`src/rtl/uart_apb_pkg.sv`:
```
// Shared types and constants for the APB-to-UART-TX bridge: FSM states,
// status-word bit positions and the default data width.
package uart_apb_pkg;

  typedef enum logic [1:0] {
    IDLE   = 2'd0,
    ACCESS = 2'd1,
    WAIT   = 2'd2
  } apb_state_e;

  localparam int ST_EMPTY     = 0;
  localparam int ST_FULL      = 1;
  localparam int ST_COUNT_LSB = 2;

  localparam int DEF_DATA_W = 8;

endpackage

```
`src/rtl/uart_tx_fifo.sv`:
```
// Small synchronous TX FIFO. Push is refused when full, pop is ignored when
// empty; simultaneous push and pop keeps the count and advances both pointers.
module uart_tx_fifo #(
  parameter int DATA_W = 8,
  parameter int DEPTH  = 4,
  localparam int PTR_W = $clog2(DEPTH),
  localparam int CNT_W = $clog2(DEPTH + 1)
) (
  input  logic              PCLK,
  input  logic              PRESET,
  input  logic              push,
  input  logic [DATA_W-1:0] push_data,
  input  logic              pop,
  output logic [DATA_W-1:0] head,
  output logic              full,
  output logic              empty,
  output logic [CNT_W-1:0]  count
);

  logic [DATA_W-1:0] r_mem [DEPTH];
  logic [PTR_W-1:0]  r_wr_ptr;
  logic [PTR_W-1:0]  r_rd_ptr;
  logic [CNT_W-1:0]  r_count;
  logic              w_push_ok;
  logic              w_pop_ok;

  assign full      = (r_count == CNT_W'(DEPTH));
  assign empty     = (r_count == '0);
  assign count     = r_count;
  assign head      = r_mem[r_rd_ptr];
  assign w_push_ok = push && !full;
  assign w_pop_ok  = pop && !empty;

  // Pointers are exactly log2(DEPTH) wide, so they wrap without compare logic.
  always_ff @(posedge PCLK) begin
    if (PRESET) begin
      r_wr_ptr <= '0;
      r_rd_ptr <= '0;
      r_count  <= '0;
      for (int i = 0; i < DEPTH; i++) r_mem[i] <= '0;
    end else begin
      if (w_push_ok) begin
        r_mem[r_wr_ptr] <= push_data;
        r_wr_ptr        <= r_wr_ptr + 1'b1;
      end
      if (w_pop_ok) r_rd_ptr <= r_rd_ptr + 1'b1;
      if (w_push_ok && !w_pop_ok)      r_count <= r_count + 1'b1;
      else if (w_pop_ok && !w_push_ok) r_count <= r_count - 1'b1;
    end
  end

endmodule

```
`src/rtl/apb_uart_tx_bridge.sv`:
```
// APB data stage for the UART TX register: writes push into the TX FIFO,
// reads return {count, full, empty}. Optional wait-state timeout: APB_TIMEOUT_EN.
module apb_uart_tx_bridge
  import uart_apb_pkg::*;
#(
  parameter int DATA_W      = DEF_DATA_W,
  parameter int DEPTH       = 4,
  parameter int TIMEOUT_CYC = 16
) (
  input  logic              PCLK,
  input  logic              PRESET,
  input  logic              transfer,
  input  logic              PENABLE,
  input  logic              PWRITE,
  input  logic [DATA_W-1:0] PWDATA,
  output logic              PREADY,
  output logic [DATA_W-1:0] PRDATA,
  output logic              PSLVERR,
  output logic [DATA_W-1:0] tx_data,
  output logic              tx_valid,
  input  logic              tx_ready,
  output logic [1:0]        o_dbg_state
);

  localparam int CNT_W = $clog2(DEPTH + 1);

  apb_state_e        r_state;
  apb_state_e        w_next;
  logic [DATA_W-1:0] r_prdata;
  logic [DATA_W-1:0] w_status;
  logic              w_push;
  logic              w_pready;
  logic              w_pslverr;
  logic              w_full;
  logic              w_empty;
  logic [CNT_W-1:0]  w_count;

  // A zero timeout would make every full-FIFO write fail immediately.
  if (TIMEOUT_CYC < 1) begin : g_bad_timeout_cfg
    localparam int TIMEOUT_INVALID = 1;
  end

  uart_tx_fifo #(
    .DATA_W (DATA_W),
    .DEPTH  (DEPTH)
  ) u_fifo (
    .PCLK      (PCLK),
    .PRESET    (PRESET),
    .push      (w_push),
    .push_data (PWDATA),
    .pop       (tx_ready && tx_valid),
    .head      (tx_data),
    .full      (w_full),
    .empty     (w_empty),
    .count     (w_count)
  );

  assign tx_valid    = !w_empty;
  assign PREADY      = w_pready;
  assign PSLVERR     = w_pslverr;
  assign PRDATA      = r_prdata;
  assign o_dbg_state = r_state;

  always_comb begin
    w_status                           = '0;
    w_status[ST_EMPTY]                 = w_empty;
    w_status[ST_FULL]                  = w_full;
    w_status[ST_COUNT_LSB +: CNT_W]    = w_count;
  end

`ifdef APB_TIMEOUT_EN
  localparam int TO_W = $clog2(TIMEOUT_CYC + 1);
  logic [TO_W-1:0] r_to_cnt;
  logic            w_timeout;

  assign w_timeout = (r_to_cnt == TO_W'(TIMEOUT_CYC));

  // Counts only while we stay in WAIT; entry and exit both clear it.
  always_ff @(posedge PCLK) begin
    if (PRESET || r_state != WAIT || w_next != WAIT) r_to_cnt <= '0;
    else                                             r_to_cnt <= r_to_cnt + 1'b1;
  end
`else
  logic w_timeout;
  assign w_timeout = 1'b0;
`endif

  // Valid/ready on APB: a transfer completes in the cycle PREADY is high;
  // transfer dropping in ACCESS/WAIT abandons the access without a push.
  always_comb begin
    w_next    = r_state;
    w_pready  = 1'b0;
    w_pslverr = 1'b0;
    w_push    = 1'b0;
    case (r_state)
      IDLE: begin
        if (transfer && !PENABLE) w_next = ACCESS;
      end
      ACCESS: begin
        if (!transfer) begin
          w_next = IDLE;
        end else if (!PWRITE) begin
          w_pready = 1'b1;
          w_next   = IDLE;
        end else if (!w_full) begin
          w_push   = 1'b1;
          w_pready = 1'b1;
          w_next   = IDLE;
        end else begin
          w_next = WAIT;
        end
      end
      WAIT: begin
        if (!transfer) begin
          w_next = IDLE;
        end else if (!w_full) begin
          w_push   = 1'b1;
          w_pready = 1'b1;
          w_next   = IDLE;
        end else if (w_timeout) begin
          w_pready  = 1'b1;
          w_pslverr = 1'b1;
          w_next    = IDLE;
        end
      end
      default: w_next = IDLE;
    endcase
  end

  always_ff @(posedge PCLK) begin
    if (PRESET) r_state <= IDLE;
    else        r_state <= w_next;
  end

  // Status is sampled on the setup edge and held until the next read.
  always_ff @(posedge PCLK) begin
    if (PRESET)                                                      r_prdata <= '0;
    else if (r_state == IDLE && transfer && !PENABLE && !PWRITE)     r_prdata <= w_status;
  end

endmodule
```
`config.mk`:
```
export PLATFORM = sky130hd
export DESIGN_NAME = apb_uart_tx_bridge
export DESIGN_NICKNAME = d
export VERILOG_FILES = /design/src/rtl/uart_apb_pkg.sv /design/src/rtl/uart_tx_fifo.sv /design/src/rtl/apb_uart_tx_bridge.sv
export SDC_FILE = /design/constraint.sdc
export NUM_CORES = 1
export LEC_CHECK = 0
export ABC_AREA = 1
export ABC_CLOCK_PERIOD_IN_PS = 2100
export CAP_MARGIN = 0
export CORE_MARGIN = 5
export CORE_UTILIZATION = 30
export CTS_BUF_LIST = sky130_fd_sc_hd__clkbuf_16
export DETAILED_ROUTE_END_ITERATION = 8
export PLACE_DENSITY_LB_ADDON = 0.15
export SYNTH_ARGS = -nofsm -noshare
export SYNTH_HDL_FRONTEND = slang
export SYNTH_SLANG_ARGS = --single-unit
```
`constraint.sdc`:
```
create_clock -name PCLK -period 2.1 [get_ports PCLK]
set_clock_uncertainty 0.05 [all_clocks]
set_input_delay 0.315 -clock PCLK [delete_from_list [all_inputs] [get_ports PCLK]]
set_output_delay 0.315 -clock PCLK [all_outputs]
set_load 0.02 [all_outputs]
```
; ---- Yosys cells after proc, flatten, opt, wreduce, memory -nomap -nowiden
; Memory sizes are Yosys's and may differ from the RTL's. A register that Yosys moved wholly into a read port is not among the register bits.
; Index checks and enable logic that the tools add are counted.
[word_totals]
memories = 1
word_cells = 62
inputBits = 14
register_bits = 14
ramBits = 32
out_inout_bits = 21
[classes]
add_sub_neg = 4
muxes = 27
reduce_logical = 20
eq_ne = 5
[memory_table]
columns = name, depth, word_bits, rd, rd_clocked_by_memory_dff, write_ports, line
row1 = u_fifo.r_mem, 4, 8, 1, 1, 4, uart_tx_fifo.sv:20  ; logic [DATA_W-1:0] r_mem [DEPTH];
[ops]
columns = cell, count
row1 = $mux 2, 9
row2 = $mux 1, 12
row3 = $logic_and 1x1->1, 9
row4 = $mux 8, 1
row5 = $reduce_or 8->1, 1
row6 = $logic_not 1->1, 6
row7 = $mux 3, 2
row8 = $pmux 2 s3, 1
row9 = $add 2x1->2 const B, 2
row10 = $pmux 1 s2, 2
row11 = $add 3x1->3 const B, 1
row12 = $eq 3x3->1 const B, 1
row13 = $logic_not 3->1, 1
row14 = $ne 3x3->1 const B, 1
row15 = $sub 3x1->3 const B, 1
row16 = $eq 2x1->1 const B, 1
row17 = $eq 2x2->1 const B, 1
row18 = $logic_not 2->1, 1
row19 = $ne 2x2->1 const B, 1
row20 = $reduce_and 2->1, 1
row21 = $reduce_bool 2->1, 1

; ---- Logic depth before layout (Yosys ltp)
; Gate-level depths: netlist (run 1).
[depth]
ltp_word = 11
ltp_mapped = 14
ltp_nobuf = 14

; ---- Hierarchy
; From an unflattened synthesis (run 1), not the netlist that was laid out.
[unflattened]
cells_unflattened = 257
hier_area_um2 = 2326.0
[by_module_without_submodules]
columns = module, seq_area_each_um2, instances, cells_per_inst, area_each_um2
row1 = uart_tx_fifo, 1141.1, 1, 192, 1860.5
row2 = apb_uart_tx_bridge, 140.1, 1, 65, 465.4

; ---- Least setup slack after synthesis (run 1)
; OpenSTA, ideal clock, no wires.
[synth_timing]
path_type = flip-flop to flip-flop
startpoint = register r_state[0], in the netlist o_dbg_state[0]
endpoint = memory u_fifo.r_mem[1][0], enable pin
arrival_ns = 1.852
path_buffers = 0
required_ns = 1.666
stages_incl_launch_ff = 7
period_less_slack_ns = 2.286
setup_ns = 0.384
path_slack_ns = -0.186
path_cell_list = dfxtp_1 inv_1 ha_1 nand2_4 nor2_8 nand2_1 o21ai_0
[synth_rtl]
columns = element, line
row1 = from (decl), apb_uart_tx_bridge.sv:27  ; apb_state_e r_state;
row2 = from (signal assigned), apb_uart_tx_bridge.sv:132  ; else r_state <= w_next;
row3 = to (decl), uart_tx_fifo.sv:20

; ---- Worst setup path after layout (run 1)
[layout_timing]
startpoint = register u_fifo.r_count[0], in the netlist u_fifo.count[0]
endpoint = output tx_valid
[layout_between]
elab_chain_cells = 2
[layout_rtl]
columns = element, line
row1 = from (decl), uart_tx_fifo.sv:23  ; logic [CNT_W-1:0] r_count;
row2 = from (signal assigned), uart_tx_fifo.sv:47  ; if (w_push_ok && !w_pop_ok) r_count <= r_count + 1'b1;
row3 = from (signal assigned), uart_tx_fifo.sv:48  ; else if (w_pop_ok && !w_push_ok) r_count <= r_count - 1'b1;
row4 = $logic_not 3->1, uart_tx_fifo.sv:28  ; assign empty = (r_count == '0);
row5 = $logic_not 1->1, apb_uart_tx_bridge.sv:58  ; assign tx_valid = !w_empty;
row6 = to (decl), apb_uart_tx_bridge.sv:20  ; output logic tx_valid,
; Every way passes these cells.

==> flow_summary.yaml, run 1 <==
outcome:
  outcome: "finished clean"
pwr:
  sw_frac_of_total_pct: 34.1
  cellInternalPower_mw: 1.94
  total_switching_power_mw: 1.00
  power_mw: 2.94
  cellPowerDensity_nw_per_um2: 984
  power.combinational.fraction_pct: 34.5
  seq_power_share_pct: 39.1
  power.leakage_nw: 1.21
  share_clk_of_total_power_pct: 26.4
  worst_ir_drop_vdd_v: 0.000373
setup_path:
  critical_path.startpoint_type: "register"
  crit_family: "buffers and inverters"
  critPathCaptureType: "primary output"
  critical_path_arrival_ns: 1.64
  crit_path_top_delay_cell: "clkdlybuf4s50_1"
  worst_path_largest_cell_delay_ns: 0.59
  worst-endpoint-required_ns: 1.74
  timing.critical_path.buf_inv: 2
  worst-setup-path-type: "register to primary output"
  crit_chain: "nor2_2 -> nand2_1 -> buf_4 -> clkdlybuf4s50_1"
  cp_max_fo: 4
clock_network:
  clock_tree.root_cell: "clkbuf_16"
  cts_buffer_depth: 2
  clock_tree_from_tritoncts: "done"
  clk_pin_slew_worst_paths_ns: 0.06
  clock_tree.htree_level_count: 2
  clk_latency_ns: 0.28
  tritoncts.num_buffers: 5
  postCtsSetupRepairBufs: 0
  clock_sink_count: 48
die:
  design.die.area_sq_um: 9560
  floorplan.initialDensity_pct: 30.4
  die_h_um: 97.8
  die_w_um: 97.8
  design.core.area_sq_um: 7610
  io-pin-count: 35
  std_cell_rows: 32
cells_and_area:
  synthToLayoutAreaGrowth_pct: 29.5
  finalNetCount: 312
  post_layout_nonfiller_instances: 396
  layout_commonest_cell: "nor2_1"
  final_layout_size_suffix_gt1_share_pct: 18.0
  num_antenna_cells: 0
  num-fill-cells: 775
  fin_util_pct: 39.3
  final_cell_mix: "nor2_1 (50), edfxtp_1 (32), nand2_1 (31)"
  layout.cell_area.non_filler_sq_um: 2990
logic_synthesis:
  synth-xor-area-share_pct: 0.758
  synth_cells: 241
  netlist.area_leader.share_pct: 41.6
  synth_top_family_by_area: "simple AND/OR/NAND/NOR gates"
  sequential_area_share_after_synthesis_pct: 55.4
  synth-warning-count: 0
  synth_area_per_cell_sq_um: 9.59
  synth.mux.area_fraction_pct: 0
  postSynthRegisterBits: 48
  mappedNetlistArea_sq_um: 2310
  synth_simple_gate_area_share_pct: 24.0
  synth.largest_area_cell: "edfxtp_1"
  synth_compound_gate_area_share_pct: 9.10
  post_synth_fa_ha_maj_area_fraction_pct: 3.03
  ys_top_cells_by_area: "edfxtp_1 (42%), dfxtp_1 (14%), nor2_1 (8.1%)"
  post_synth_num_cell_types: 23
sta:
  rsz_0062_raised_after_global_routing: "yes"
  finalHoldViolations: 0
  max_freq_mhz: 500
  fin_worst_hold_slack_ns: 0.420
  fin_tns_setup_ns: 0
  finalWorstSetupSlack_ns: 0.0982
  finalMaxSlewViolations: 0
  post-route-period-util_pct: 95.3
  final_period_minus_worst_setup_slack_ns: 2.00
  final-setup-viol-count: 0
global_route:
  globalRouteOverflowTotal: 0
  groute.usage.overall_pct: 11.2
  initial_antenna_violation_count: 0
  first_global_vias: 1790
  first_pass_grt_wire_length_mm: 8.57
  grt_max_degree: 22
detailed_routing:
  detailroute.via_count: 1758
  route.met2.wl_mm: 2.65
  routedLengthMet1_mm: 2.34
  routed-wl-met3_um: 168
  remaining_design_rule_violation_count: 0
  routed_wirelength_mm: 5.23
  highest-signal-layer: "met4"
  final_antenna_net_count: 0
  firstDrtPassIters: 4
  post_drt_wl_per_cell_um: 13.2
  vias_per_cell: 4.44
  drt-initial-drc-count: 39
placement:
  numPlacedInstances: 388
  placement.io_buffers: 30
  post-place-ws_ns: -0.230
  dp.final_hpwl_mm: 3.73
  detailed_place.area_sq_um: 2860
  finalWeightedCongestion: 0.852
min_path:
  holdCritPathClass: "register to register"
flow_run:
  timing.max_cap.violations: 0
-- what timing repair did --
item	4_1_cts	5_1_grt
hold buffers	0	0
endpoints found under the setup margin	9	2
gates resized for setup	10	6
-- cell families (layout without fill, tap and decap cells) --
group | count (synthesis) | in the layout
adder cells (fa/ha/maj) | 5 | 5
buffers and inverters | 37 | 87
AO/OA/AOI/OAI | 40 | 40
flip-flops | 48 | 48
AND/OR/NAND/NOR | 108 | 108
XOR/XNOR | 2 | 2
other | 1 | 4
-- layer usage --
metal  GRT usage (%)  vias up
li1                -      899
met1            13.5      820
met2            20.0       31
met3            2.50        8
met4            3.09        0
met5               0        -
-- worst min-delay path, delay by kind of cell, from the launching register on --
family          cells  cell delay, ns
simple gates        1            0.06
compound gates      1            0.06
flops               1            0.31
-- layout make-up --
cell class / instances / area, sq um / share of cell area (%)
inverter: 28 / 105 / 3.51
multi-input combinational: 159 / 873 / 29.2
tap: 102 / 128 / 4.27
sequential: 48 / 1290 / 43.0
clock inverter: 3 / 15.0 / 0.502
timing repair buffer: 51 / 459 / 15.3
clock buffer: 5 / 125 / 4.18
-- final timing paths --
check | to | cells past startpoint | slack (ns) | start
worst max register to register | u_fifo.count[2] | 11 | 0.11 | o_dbg_state[0]
worst max-delay path | tx_valid | 4 | 0.1 | u_fifo.count[0]
worst min-delay path | PRDATA[1] | 2 | 0.42 | PRDATA[1]
worst min register to register | PRDATA[1] | 2 | 0.42 | PRDATA[1]
-- flip-flops by register name (all words and copies together) (netlist names), named ones only --
| register | count |
|---|---|
| PRDATA | 5 |
| u_fifo.count | 3 |
| u_fifo.r_mem | 32 |
| u_fifo.r_wr_ptr | 2 |
| u_fifo.r_rd_ptr | 2 |
| o_dbg_state | 2 |
-- cell usage after synthesis --
| cell type | instances |
|---|---|
| a21oi_1 | 8 |
| buf_2 | 3 |
| buf_4 | 4 |
| buf_6 | 2 |
| clkinv_1 | 1 |
| conb_1 | 1 |
| dfxtp_1 | 16 |
| edfxtp_1 | 32 |
| fa_1 | 1 |
| ha_1 | 4 |
| inv_1 | 27 |
| nand2_1 | 31 |
| nand2_4 | 3 |
| nand3_1 | 6 |
| nand4_4 | 1 |
| nor2_1 | 50 |
| nor2_2 | 1 |
| nor2_8 | 1 |
| nor3_1 | 2 |
| nor3_2 | 13 |
| o21ai_0 | 24 |
| o22ai_1 | 8 |
| xor2_1 | 2 |
-- power groups by stage --
stage / logic, mW / clock network [mW] / registers, mW
finish: 1.02 / 0.777 / 1.15
global route: 1.13 / 0.837 / 1.16
CTS: 1.03 / 0.790 / 1.15
detailed placement: 1.09 / 0 / 1.17
global placement: 1.08 / 0 / 1.17
floorplan: 0.586 / 0 / 1.18
(Power assumes the default switching activity.)
==> run 2: changes to the inputs <==
CORE_ASPECT_RATIO = 1.5   (was unset)
==> run 2 against run 1 <==
Final cell count is 0.25% higher. Sequential cell count stayed put. Maximum frequency hardly changed. Sequential power hardly changed. First-iteration DRC count is 62% higher. Critical path depth stayed put. Critical path type unchanged. Critical endpoint unchanged.
==> flow_summary.yaml, run 2 (same netlist as run 1, synthesis figures left out) <==
setup_path:
  crit_start: "u_fifo.count[0]"
  worst-setup-path-type: "register to primary output"
  r2r-end: "u_fifo.count[2]"
  worst-endpoint-required_ns: 1.74
  crit_chain: "nor2_2 -> nand2_1 -> buf_4 -> clkdlybuf4s50_1"
  timing.critical_path.buf_inv: 2
  r2r_cells: 13
  crit_path_top_delay_cell: "clkdlybuf4s50_1"
  worst_path_largest_cell_delay_ns: 0.60
  critical_path_cell_count: 4
  worst_setup_endpoint: "tx_valid"
  cp_max_fo: 4
  critical_path_arrival_ns: 1.64
  timing.rr.start: "o_dbg_state[0]"
  setup.reg_to_reg.worst_slack_ns: 0.17
  critical_path.startpoint_type: "register"
  critPathCaptureType: "primary output"
  crit_family: "buffers and inverters"
detailed_routing:
  routed_wirelength_mm: 5.26
  detailroute.via_count: 1737
  remaining_design_rule_violation_count: 0
  drt-initial-drc-count: 63
  vias_per_cell: 4.38
  firstDrtPassIters: 4
  post_drt_wl_per_cell_um: 13.2
  final_antenna_net_count: 0
clock_network:
  clock_sink_count: 48
  clock_tree_from_tritoncts: "done"
  clk_latency_ns: 0.28
  tritoncts.num_buffers: 5
  cts_hold_buffers: 0
  clk_pin_slew_worst_paths_ns: 0.06
  clock_tree.htree_level_count: 2
  cts_buffer_depth: 2
  clock_tree.root_cell: "clkbuf_16"
cells_and_area:
  synthToLayoutAreaGrowth_pct: 32.7
  finalNetCount: 313
  registers.top_by_ff_count: "u_fifo.r_mem"
  final_layout_size_suffix_gt1_share_pct: 21.0
  layout_commonest_cell: "nor2_1"
  post_layout_nonfiller_instances: 397
  layout.cell_area.non_filler_sq_um: 3070
  largest_reg_flops: 32
  num_antenna_cells: 0
  final_cell_mix: "nor2_1 (50), edfxtp_1 (32), nand2_1 (31)"
global_route:
  grt_max_degree: 22
  grt_use_met1_pct: 12.5
  first_global_vias: 1797
  groute.usage.overall_pct: 11.9
  globalRoute.busiestLayer: "met2"
  first_pass_grt_wire_length_mm: 8.65
  initial_antenna_violation_count: 0
  use_met2_pct: 22.3
  grt.met3_usage_pct: 2.22
  globalRouteOverflowTotal: 0
placement:
  detailed_place.area_sq_um: 2850
  dp.final_hpwl_mm: 3.86
  finalWeightedCongestion: 0.714
  numPlacedInstances: 387
  placement.io_buffers: 30
pwr:
  sw_frac_of_total_pct: 32.9
  total_switching_power_mw: 1.03
  power.combinational.fraction_pct: 33.6
  share_clk_of_total_power_pct: 29.4
  seq_power_share_pct: 37.0
  power.leakage_nw: 1.23
  cellInternalPower_mw: 2.10
  cellPowerDensity_nw_per_um2: 1020
  worst_ir_drop_vdd_v: 0.000502
sta:
  post-route-period-util_pct: 95.3
  final_period_minus_worst_setup_slack_ns: 2.00
  finalMaxSlewViolations: 0
  fin_worst_hold_slack_ns: 0.418
  max_freq_mhz: 499
  final-setup-viol-count: 0
  finalHoldViolations: 0
die:
  design.core.area_sq_um: 7560
  std_cell_rows: 39
  die_h_um: 117
  floorplan.initialDensity_pct: 30.6
  design.die.area_sq_um: 9590
  io-pin-count: 35
  die_w_um: 81.7
flow_run:
  timing.max_cap.violations: 0
outcome:
  outcome: "finished clean"
min_path:
  holdCritPathClass: "register to register"
[run 2: metrics by stage]
| step | power [mW] | worst slack [ns] | util [%] | TNS [ns] |
|---|---|---|---|---|
| after floorplan | 1.77 | 0.0000298 | - | 0 |
| after global placement | 2.26 | -0.163 | 37.7 | -0.591 |
| after detailed placement | 2.27 | -0.228 | 37.7 | -1.06 |
| after CTS | 3.14 | 0.0384 | 39.8 | 0 |
| after global routing | 3.33 | -0.000154 | 40.5 | -0.000154 |
| final | 3.13 | 0.0977 | 40.5 | 0 |
[run 2: routing by layer]
metal | up-vias | wire length (um)
li1 | 894 | -
met3 | 6 | 181
met2 | 30 | 3030
met5 | - | 0
met1 | 807 | 1960
met4 | 0 | 87
[run 2: tightest hold or removal path: cells and delay by family, from the launching register on]
family           cells  cell delay [ns]
AND/OR/NAND/NOR      1             0.06
AO/OA/AOI/OAI        1             0.06
flip-flops           1             0.31
[run 2: what timing repair did]
| item | in CTS | in global routing |
|---|---|---|
| resized for setup | 11 | 12 |
| pin swaps | 0 | 1 |
| cloned | 0 | 0 |
| setup endpoints to repair | 9 | 2 |
| setup buffers | 0 | 2 |
[run 2: final cells by class]
class,instances,area (sq um)
tap,102,128
clock inverter,3,46.3
timing repair buffer,52,467
inverter,28,108
sequential,48,1290
multi-input combinational,159,906
clock buffer,5,125
fill,772,4500
[run 2: worst min path at each step]
stage	start	end	slack [ns]	cells after the start
after global routing	PRDATA[1]	PRDATA[1]	0.45	2
after detailed placement	PRDATA[1]	PRDATA[1]	0.41	2
after global placement	PRDATA[1]	PRDATA[1]	0.41	2
after floorplan	PRESET	o_dbg_state[0]	0.32	1
after CTS	PRDATA[1]	PRDATA[1]	0.42	2
final	PRDATA[1]	PRDATA[1]	0.42	2
[run 2: power by group through the flow]
stage / registers (mW) / clock network [mW] / logic (mW)
2_1_floorplan: 1.18 / 0 / 0.586
3_3_place_gp: 1.18 / 0 / 1.09
3_5_place_dp: 1.18 / 0 / 1.09
4_1_cts: 1.16 / 0.945 / 1.04
5_1_grt: 1.17 / 0.985 / 1.17
6_report: 1.16 / 0.921 / 1.05
